--- config.mk ---
export PLATFORM = sky130hd
export DESIGN_NAME = mm_job_sequencer
export DESIGN_NICKNAME = d
export VERILOG_FILES = /design/src/rtl/mm_job_sequencer.sv
export SDC_FILE = /design/constraint.sdc
export NUM_CORES = 1
export LEC_CHECK = 0
export BUFFER_PORTS_ARGS = -buffer_cell sky130_fd_sc_hd__buf_4
export CAP_MARGIN = 20
export CORE_UTILIZATION = 48
export DETAILED_ROUTE_END_ITERATION = 8
export GPL_TIMING_DRIVEN = 0
export PLACE_DENSITY = 0.82
export RECOVER_POWER = 100
export SLEW_MARGIN = 30
export SYNTH_ARGS = -nofsm -noshare
export SYNTH_HDL_FRONTEND = slang
export SYNTH_SLANG_ARGS = --single-unit
--- constraint.sdc ---
create_clock -name clk -period 2.3 [get_ports clk]
set_input_delay 0.115 -clock clk [delete_from_list [all_inputs] [get_ports clk]]
set_output_delay 0.115 -clock clk [all_outputs]
set_load 0.005 [all_outputs]
--- src/rtl/mm_job_sequencer.sv ---
// Job sequencer for the streaming MM engine: fetches A and B row-major from source
// memory, frames them for the engine, collects results and reports done/errors.
module mm_job_sequencer #(
  parameter int DW  = 8,
  parameter int OW  = 12,
  parameter int AW  = 8,
  parameter int TMO = 64
) (
  input  logic          clk,
  input  logic          rst,
  input  logic          start,
  input  logic [2:0]    a_rows,
  input  logic [2:0]    a_cols,
  input  logic [2:0]    b_rows,
  input  logic [2:0]    b_cols,
  input  logic [AW-1:0] a_base,
  input  logic [AW-1:0] b_base,
  output logic          src_rd,
  output logic [AW-1:0] src_addr,
  input  logic [DW-1:0] src_data,
  output logic [DW-1:0] mm_in_data,
  output logic          mm_col_end,
  output logic          mm_row_end,
  input  logic          mm_valid,
  input  logic [OW-1:0] mm_out_data,
  input  logic [1:0]    mm_ep,
  output logic          res_we,
  output logic [3:0]    res_addr,
  output logic [OW-1:0] res_data,
  output logic          ready,
  output logic          done,
  output logic [4:0]    err,
  output logic [2:0]    dbg_state
);
  // Handshake: start is a request sampled only while ready=1; there is no backpressure
  // on the source or engine side, a read strobe is always answered one cycle later.
  typedef enum logic [2:0] {IDLE, LOAD_A, GAP_A, LOAD_B, COLLECT, DONE} state_t;
  localparam int TW = $clog2(TMO + 1);

  state_t        state, state_nx;
  logic [2:0]    ar_q, ac_q, br_q, bc_q;
  logic [AW-1:0] ab_q, bb_q;
  logic [4:0]    n_res;
  logic [1:0]    row, col;
  logic [3:0]    idx;
  logic          rd_q, col_end_q, row_end_q, mv_q;
  logic [4:0]    wr_cnt;
  logic [TW-1:0] wd;
  logic [4:0]    err_q;
  logic          done_q, res_we_q;
  logic [3:0]    res_addr_q;
  logic [OW-1:0] res_data_q;

  logic          cfg_bad, loading, col_last, row_last, el_last, rise, wr_last, wd_hit;
  logic [2:0]    cur_rows, cur_cols;
  logic [AW-1:0] cur_base;

  assign cfg_bad  = (a_rows == 3'd0) || (a_rows > 3'd4) || (a_cols == 3'd0) || (a_cols > 3'd4) ||
                    (b_rows == 3'd0) || (b_rows > 3'd4) || (b_cols == 3'd0) || (b_cols > 3'd4);
  assign loading  = (state == LOAD_A) || (state == LOAD_B);
  assign cur_rows = (state == LOAD_B) ? br_q : ar_q;
  assign cur_cols = (state == LOAD_B) ? bc_q : ac_q;
  assign cur_base = (state == LOAD_B) ? bb_q : ab_q;
  assign col_last = ({1'b0, col} == cur_cols - 3'd1);
  assign row_last = ({1'b0, row} == cur_rows - 3'd1);
  assign el_last  = col_last && row_last;
  assign rise     = mm_valid && !mv_q;
  assign wr_last  = (wr_cnt + 5'd1 == n_res);
  assign wd_hit   = (wd == TW'(TMO - 1));

  always_ff @(posedge clk) begin
    if (rst) state <= IDLE;
    else     state <= state_nx;
  end

  always_comb begin
    state_nx = state;
    unique case (state)
      IDLE:    if (start) state_nx = cfg_bad ? DONE : LOAD_A;
      LOAD_A:  if (el_last) state_nx = GAP_A;
      GAP_A:   state_nx = LOAD_B;
      LOAD_B:  if (el_last) state_nx = COLLECT;
      COLLECT: if (rise ? (err_q[2] || wr_last) : wd_hit) state_nx = DONE;
      DONE:    state_nx = IDLE;
      default: state_nx = IDLE;
    endcase
  end

  always_ff @(posedge clk) begin
    if (rst) begin
      ar_q <= '0; ac_q <= '0; br_q <= '0; bc_q <= '0;
      ab_q <= '0; bb_q <= '0; n_res <= '0;
      row <= '0; col <= '0; idx <= '0;
      rd_q <= 1'b0; col_end_q <= 1'b0; row_end_q <= 1'b0; mv_q <= 1'b0;
      wr_cnt <= '0; wd <= '0; err_q <= '0; done_q <= 1'b0;
      res_we_q <= 1'b0; res_addr_q <= '0; res_data_q <= '0;
    end else begin
      mv_q      <= mm_valid;
      // Framing flags are computed at issue time and delayed to line up with read data.
      rd_q      <= loading;
      col_end_q <= loading && col_last;
      row_end_q <= loading && el_last;
      res_we_q  <= 1'b0;
      done_q    <= (state == DONE);
      if (state == IDLE && start) begin
        ar_q <= a_rows; ac_q <= a_cols; br_q <= b_rows; bc_q <= b_cols;
        ab_q <= a_base; bb_q <= b_base;
        n_res  <= {2'b00, a_rows} * {2'b00, b_cols};
        err_q  <= {1'b0, cfg_bad, !cfg_bad && (a_cols != b_rows), 2'b00};
        row <= '0; col <= '0; idx <= '0; wr_cnt <= '0;
      end
      if (loading) begin
        if (el_last) begin
          row <= '0; col <= '0; idx <= '0;
        end else if (col_last) begin
          col <= '0; row <= row + 2'd1; idx <= idx + 4'd1;
        end else begin
          col <= col + 2'd1; idx <= idx + 4'd1;
        end
      end
      wd <= (state == COLLECT && !rise) ? wd + TW'(1) : '0;
      if (state == COLLECT) begin
        if (rise) begin
          if (err_q[2]) begin
            err_q[1:0] <= mm_ep;
          end else begin
            res_we_q   <= 1'b1;
            res_addr_q <= wr_cnt[3:0];
            res_data_q <= mm_out_data;
            wr_cnt     <= wr_cnt + 5'd1;
          end
        end else if (wd_hit) begin
          err_q[4] <= 1'b1;
        end
      end
    end
  end

  always_comb begin
    ready      = (state == IDLE);
    src_rd     = loading;
    src_addr   = loading ? cur_base + AW'(idx) : '0;
    mm_in_data = rd_q ? src_data : '0;
    mm_col_end = col_end_q;
    mm_row_end = row_end_q;
    res_we     = res_we_q;
    res_addr   = res_addr_q;
    res_data   = res_data_q;
    done       = done_q;
    err        = err_q;
    dbg_state  = state;
  end
endmodule
==> summary.md <==
| Metric | Value |
|---|---|
| Sequential area share after synthesis | `40.6%` |
| Post-synth EDFFs | `0` |
| Grt ovf | `0` |
| Setup crit start kind | `flop` |
| Top-level I/O count | `100` |
| Violated checks | `negative hold slack, negative setup slack` |
| Min Tclk post-route | `2.72 ns` |
| DR vias/cell | `~5.5` |
| Max Slew Vio Count | `0` |
| WP data required | `2.18 ns` |
| Number of global-route vias before repair | `4007` |
| Post-Syn Instances | `between 500 and 600` |
| Fmax | `0.367 GHz` |
| Layout cells sized above 1 | `29.9%` |
| DP HPWL | `between 8000 and 9000 µm` |
| Worst Tran Pin Value | `0.980 ns` |
| Clk buf depth | `2` |
| Final period util | `118%` |
| RePlAce Congestion | `0.898` |
| Worst skew pair latency | `0.37 ns` |
| Most frequent cell after synthesis | `nand2_1` |
| Critical path data arrival time | `2.61 ns` |
| Worst-path clk slew | `~0.1 ns` |
| Avg Cell Area, Syn | `slightly below 8 µm²` |
| First-pass GRT wire length | `18600 µm` |
| Final Instance Area | `0.00581 mm²` |
| Clock Sinks | `83` |
| Die area | `0.00889 mm²` |
| Leak Pwr | `2.37 nW` |
| Most used DFF post-synth | `dfxtp_1` |
| Post-DR wirelength/cell | `around 16 µm` |
| Final ANT Viol Nets | `0` |
| Final setup TNS | `-3.88 ns` |
| Rel. slew slack | `34.0%` |
| Synthesis-to-layout area growth | `42.2%` |
| WS Path Type | `flop to output pin` |
| Vias | `4289` |
| Final hold violation count | `1` |
| Leading area contributor after synthesis | `dfxtp_1` |
| Grt met2 use | `47.0%` |
| Initial cell density of the core | `approximately 50%` |
| Worst Path Max Fanout | `9` |
| Met1 usage | `31.9%` |
| Detailed Route Iter0 Violations | `213` |
| DIE HEIGHT | `94.3 µm` |
| Number of antenna violations at the first check in global routing | `0` |
| Layout Skew | `~0.011 ns` |
| Fill count | `around 610` |
| CTS Buf Count | `9` |
| Ant. Diodes | `0` |
| DR pass1 iterations | `5` |
| Synthesized net count | `584` |
| Nets@finish | `approximately 730` |
| DRT Wirelength | `12800 µm` |
| Pin count of the biggest net entering global routing | `16` |
| Async SR Flop Fraction | `0%` |
| FP Rows | `33` |
| Yosys cell types | `51` |
| CP max stage cell | `dfxtp_2` |
| WHS | `-0.00660 ns` |
| Max-cap violations | `0` |
| Area contributors post-synth | `dfxtp_1 41%, nand2_1 12%, a21oi_1 7.8%, xor2_1 3.9%, ha_1 3.7%` |
| Final WS setup | `-0.424 ns` |
| Die width | `about 94 µm` |
| GRT busiest layer | `met2` |
| DRC errors left | `0` |
| Port Buffers | `98` |
| Share of the synthesized area in the top cell type | `40.6%` |
| Netlist Area Pre-Place | `0.00409 mm²` |
| Power per cell area | `742 mW/mm²` |
| CP Cell Sequence | `and3b_1 -> buf_6 -> nand2_4 -> nand2_4 -> ha_4 -> inv_2 -> fa_2 -> nor2b_4 -> o21ai_2 -> nor2b_4 -> o21ai_2 -> nor3b_2 -> buf_4` |
| Peak VDD IR | `0.393 mV` |
| Placed Cells | `718` |
| TritonCTS clock tree | `done` |
| Routing usage on met3 | `4.45%` |
| Overall Global Routing Usage | `27.6%` |
| Status | `finished, violations left` |
| Hold WC Path Type | `primary input to flop` |
| CTS Root Cell | `clkbuf_8` |
| Yosys warning count | `0` |
| RSZ-0062 raised after global routing | `yes` |
| Delay of the slowest critical-path stage | `between 0.4 and 0.5 ns` |
| Post-synth top cells | `133 x nand2_1, 83 x dfxtp_1, 64 x a21oi_1` |
| Final setup fails | `21` |
| Core area | `around 0.0082 mm²` |
| Placement Cell Area | `0.00496 mm²` |
| #FFs+latches synth | `83` |
| H-tree depth | `3` |
| Pre-CTS setup slack | `-0.357 ns` |
| Non-Filler Instances | `774` |
| CP endpoint kind | `output pin` |
[placed cells by master (no fill, tap or decap), types with 6 or more instances in the layout]
master / synthesis / final
nand2_1: 133 / 123
buf_4: 2 / 92
dfxtp_1: 83 / 80
a21oi_1: 64 / 61
nor2_1: 33 / 31
clkbuf_1: 23 / 24
clkbuf_4: 0 / 24
xor2_1: 18 / 17
and2_1: 15 / 15
nand3_1: 17 / 15
dlygate4sd3_1: 0 / 13
buf_6: 2 / 11
inv_1: 11 / 10
xnor2_1: 12 / 9
clkbuf_8: 0 / 9
o21ai_0: 10 / 8
nand2_4: 0 / 7
ha_1: 12 / 7
or3_1: 6 / 6
[cell type report]
class	count	area, µm²	area share, %
Buffer	29	151	2.60
Multi-Input combinational cell	390	2530	43.6
Timing Repair Buffer	139	1110	19.1
Tap cell	105	131	2.26
Sequential cell	83	1670	28.6
Clock buffer	10	128	2.20
Clock inverter	6	50.0	0.861
Inverter	12	45.0	0.775
[metal layers]
layer	routed length (µm)	up-vias
li1	-	2020
met5	0	-
met4	573	0
met2	6450	213
met1	4860	2004
met3	884	52
[final timing paths]
check | start | end | slack [ns] | cells past startpoint
max | dbg_state[1] | src_addr[6] | -0.42 | 13
min | a_base[1] | ab_q[1] | -0.007 | 3
max reg2reg | dbg_state[2] | dbg_state[1] | -0.30 | 12
min reg2reg | res_addr[2] | res_addr[2] | 0.46 | 2
[power breakdown]
| part | total (mW) | switching [mW] | leakage (nW) | internal (mW) |
|---|---|---|---|---|
| combinational | 1.56 | 0.872 | 1.61 | 0.689 |
| sequential | 1.78 | 0.165 | 0.676 | 1.61 |
| clock | 0.979 | 0.575 | 0.0835 | 0.404 |
| total | 4.32 | 1.61 | 2.37 | 2.70 |
[logic make-up (layout without fill, tap and decap cells)]
| kind of cell | after synthesis | after routing | share of synthesized area [%] |
|---|---|---|---|
| AO/OA/AOI/OAI | 95 | 95 | 13.3 |
| multiplexers | 10 | 10 | 2.78 |
| AND/OR/NAND/NOR | 240 | 240 | 26.8 |
| adder cells (fa/ha/maj) | 15 | 15 | 5.14 |
| buffers and inverters | 42 | 196 | 4.87 |
| flip-flops | 83 | 83 | 40.6 |
| XOR/XNOR | 30 | 30 | 6.43 |
[what timing repair did]
| item | 4_1_cts | 5_1_grt |
|---|---|---|
| endpoints found under the hold margin | 13 | 0 |
| buffers inserted | 25 | 8 |
| resized for setup | 42 | 36 |
| pin swaps | 22 | 16 |
| hold buffers | 13 | 0 |
| endpoints found under the setup margin | 14 | 44 |
[worst max-delay path, delay by kind of cell, from the launching register on]
| kind | cells | cell delay [ns] |
|---|---|---|
| AO/OA/AOI/OAI | 2 | 0.18 |
| adder cells (fa/ha/maj) | 2 | 0.50 |
| buffers and inverters | 3 | 0.31 |
| flip-flops | 1 | 0.46 |
| AND/OR/NAND/NOR | 6 | 0.79 |
[flip-flops by register name (all words and copies together), names as in the netlist, 4 cells and up]
name,count
res_data,12
ab_q,8
bb_q,8
wd,7
err,5
n_res,5
wr_cnt,5
idx,4
res_addr,4
[stage by stage]
stage / power [mW] / hold WS (ns) / utilization (%)
5_1_grt: 4.51 / 0.00880 / 70.7
3_5_place_dp: 3.03 / 0.359 / 60.4
6_report: 4.32 / -0.00660 / 70.7
3_3_place_gp: 2.97 / 0.342 / 60.4
2_1_floorplan: 2.54 / 0.243 / -
4_1_cts: 4.16 / 0.000706 / 68.6
Note: power is estimated with default switching activity, not from simulation.
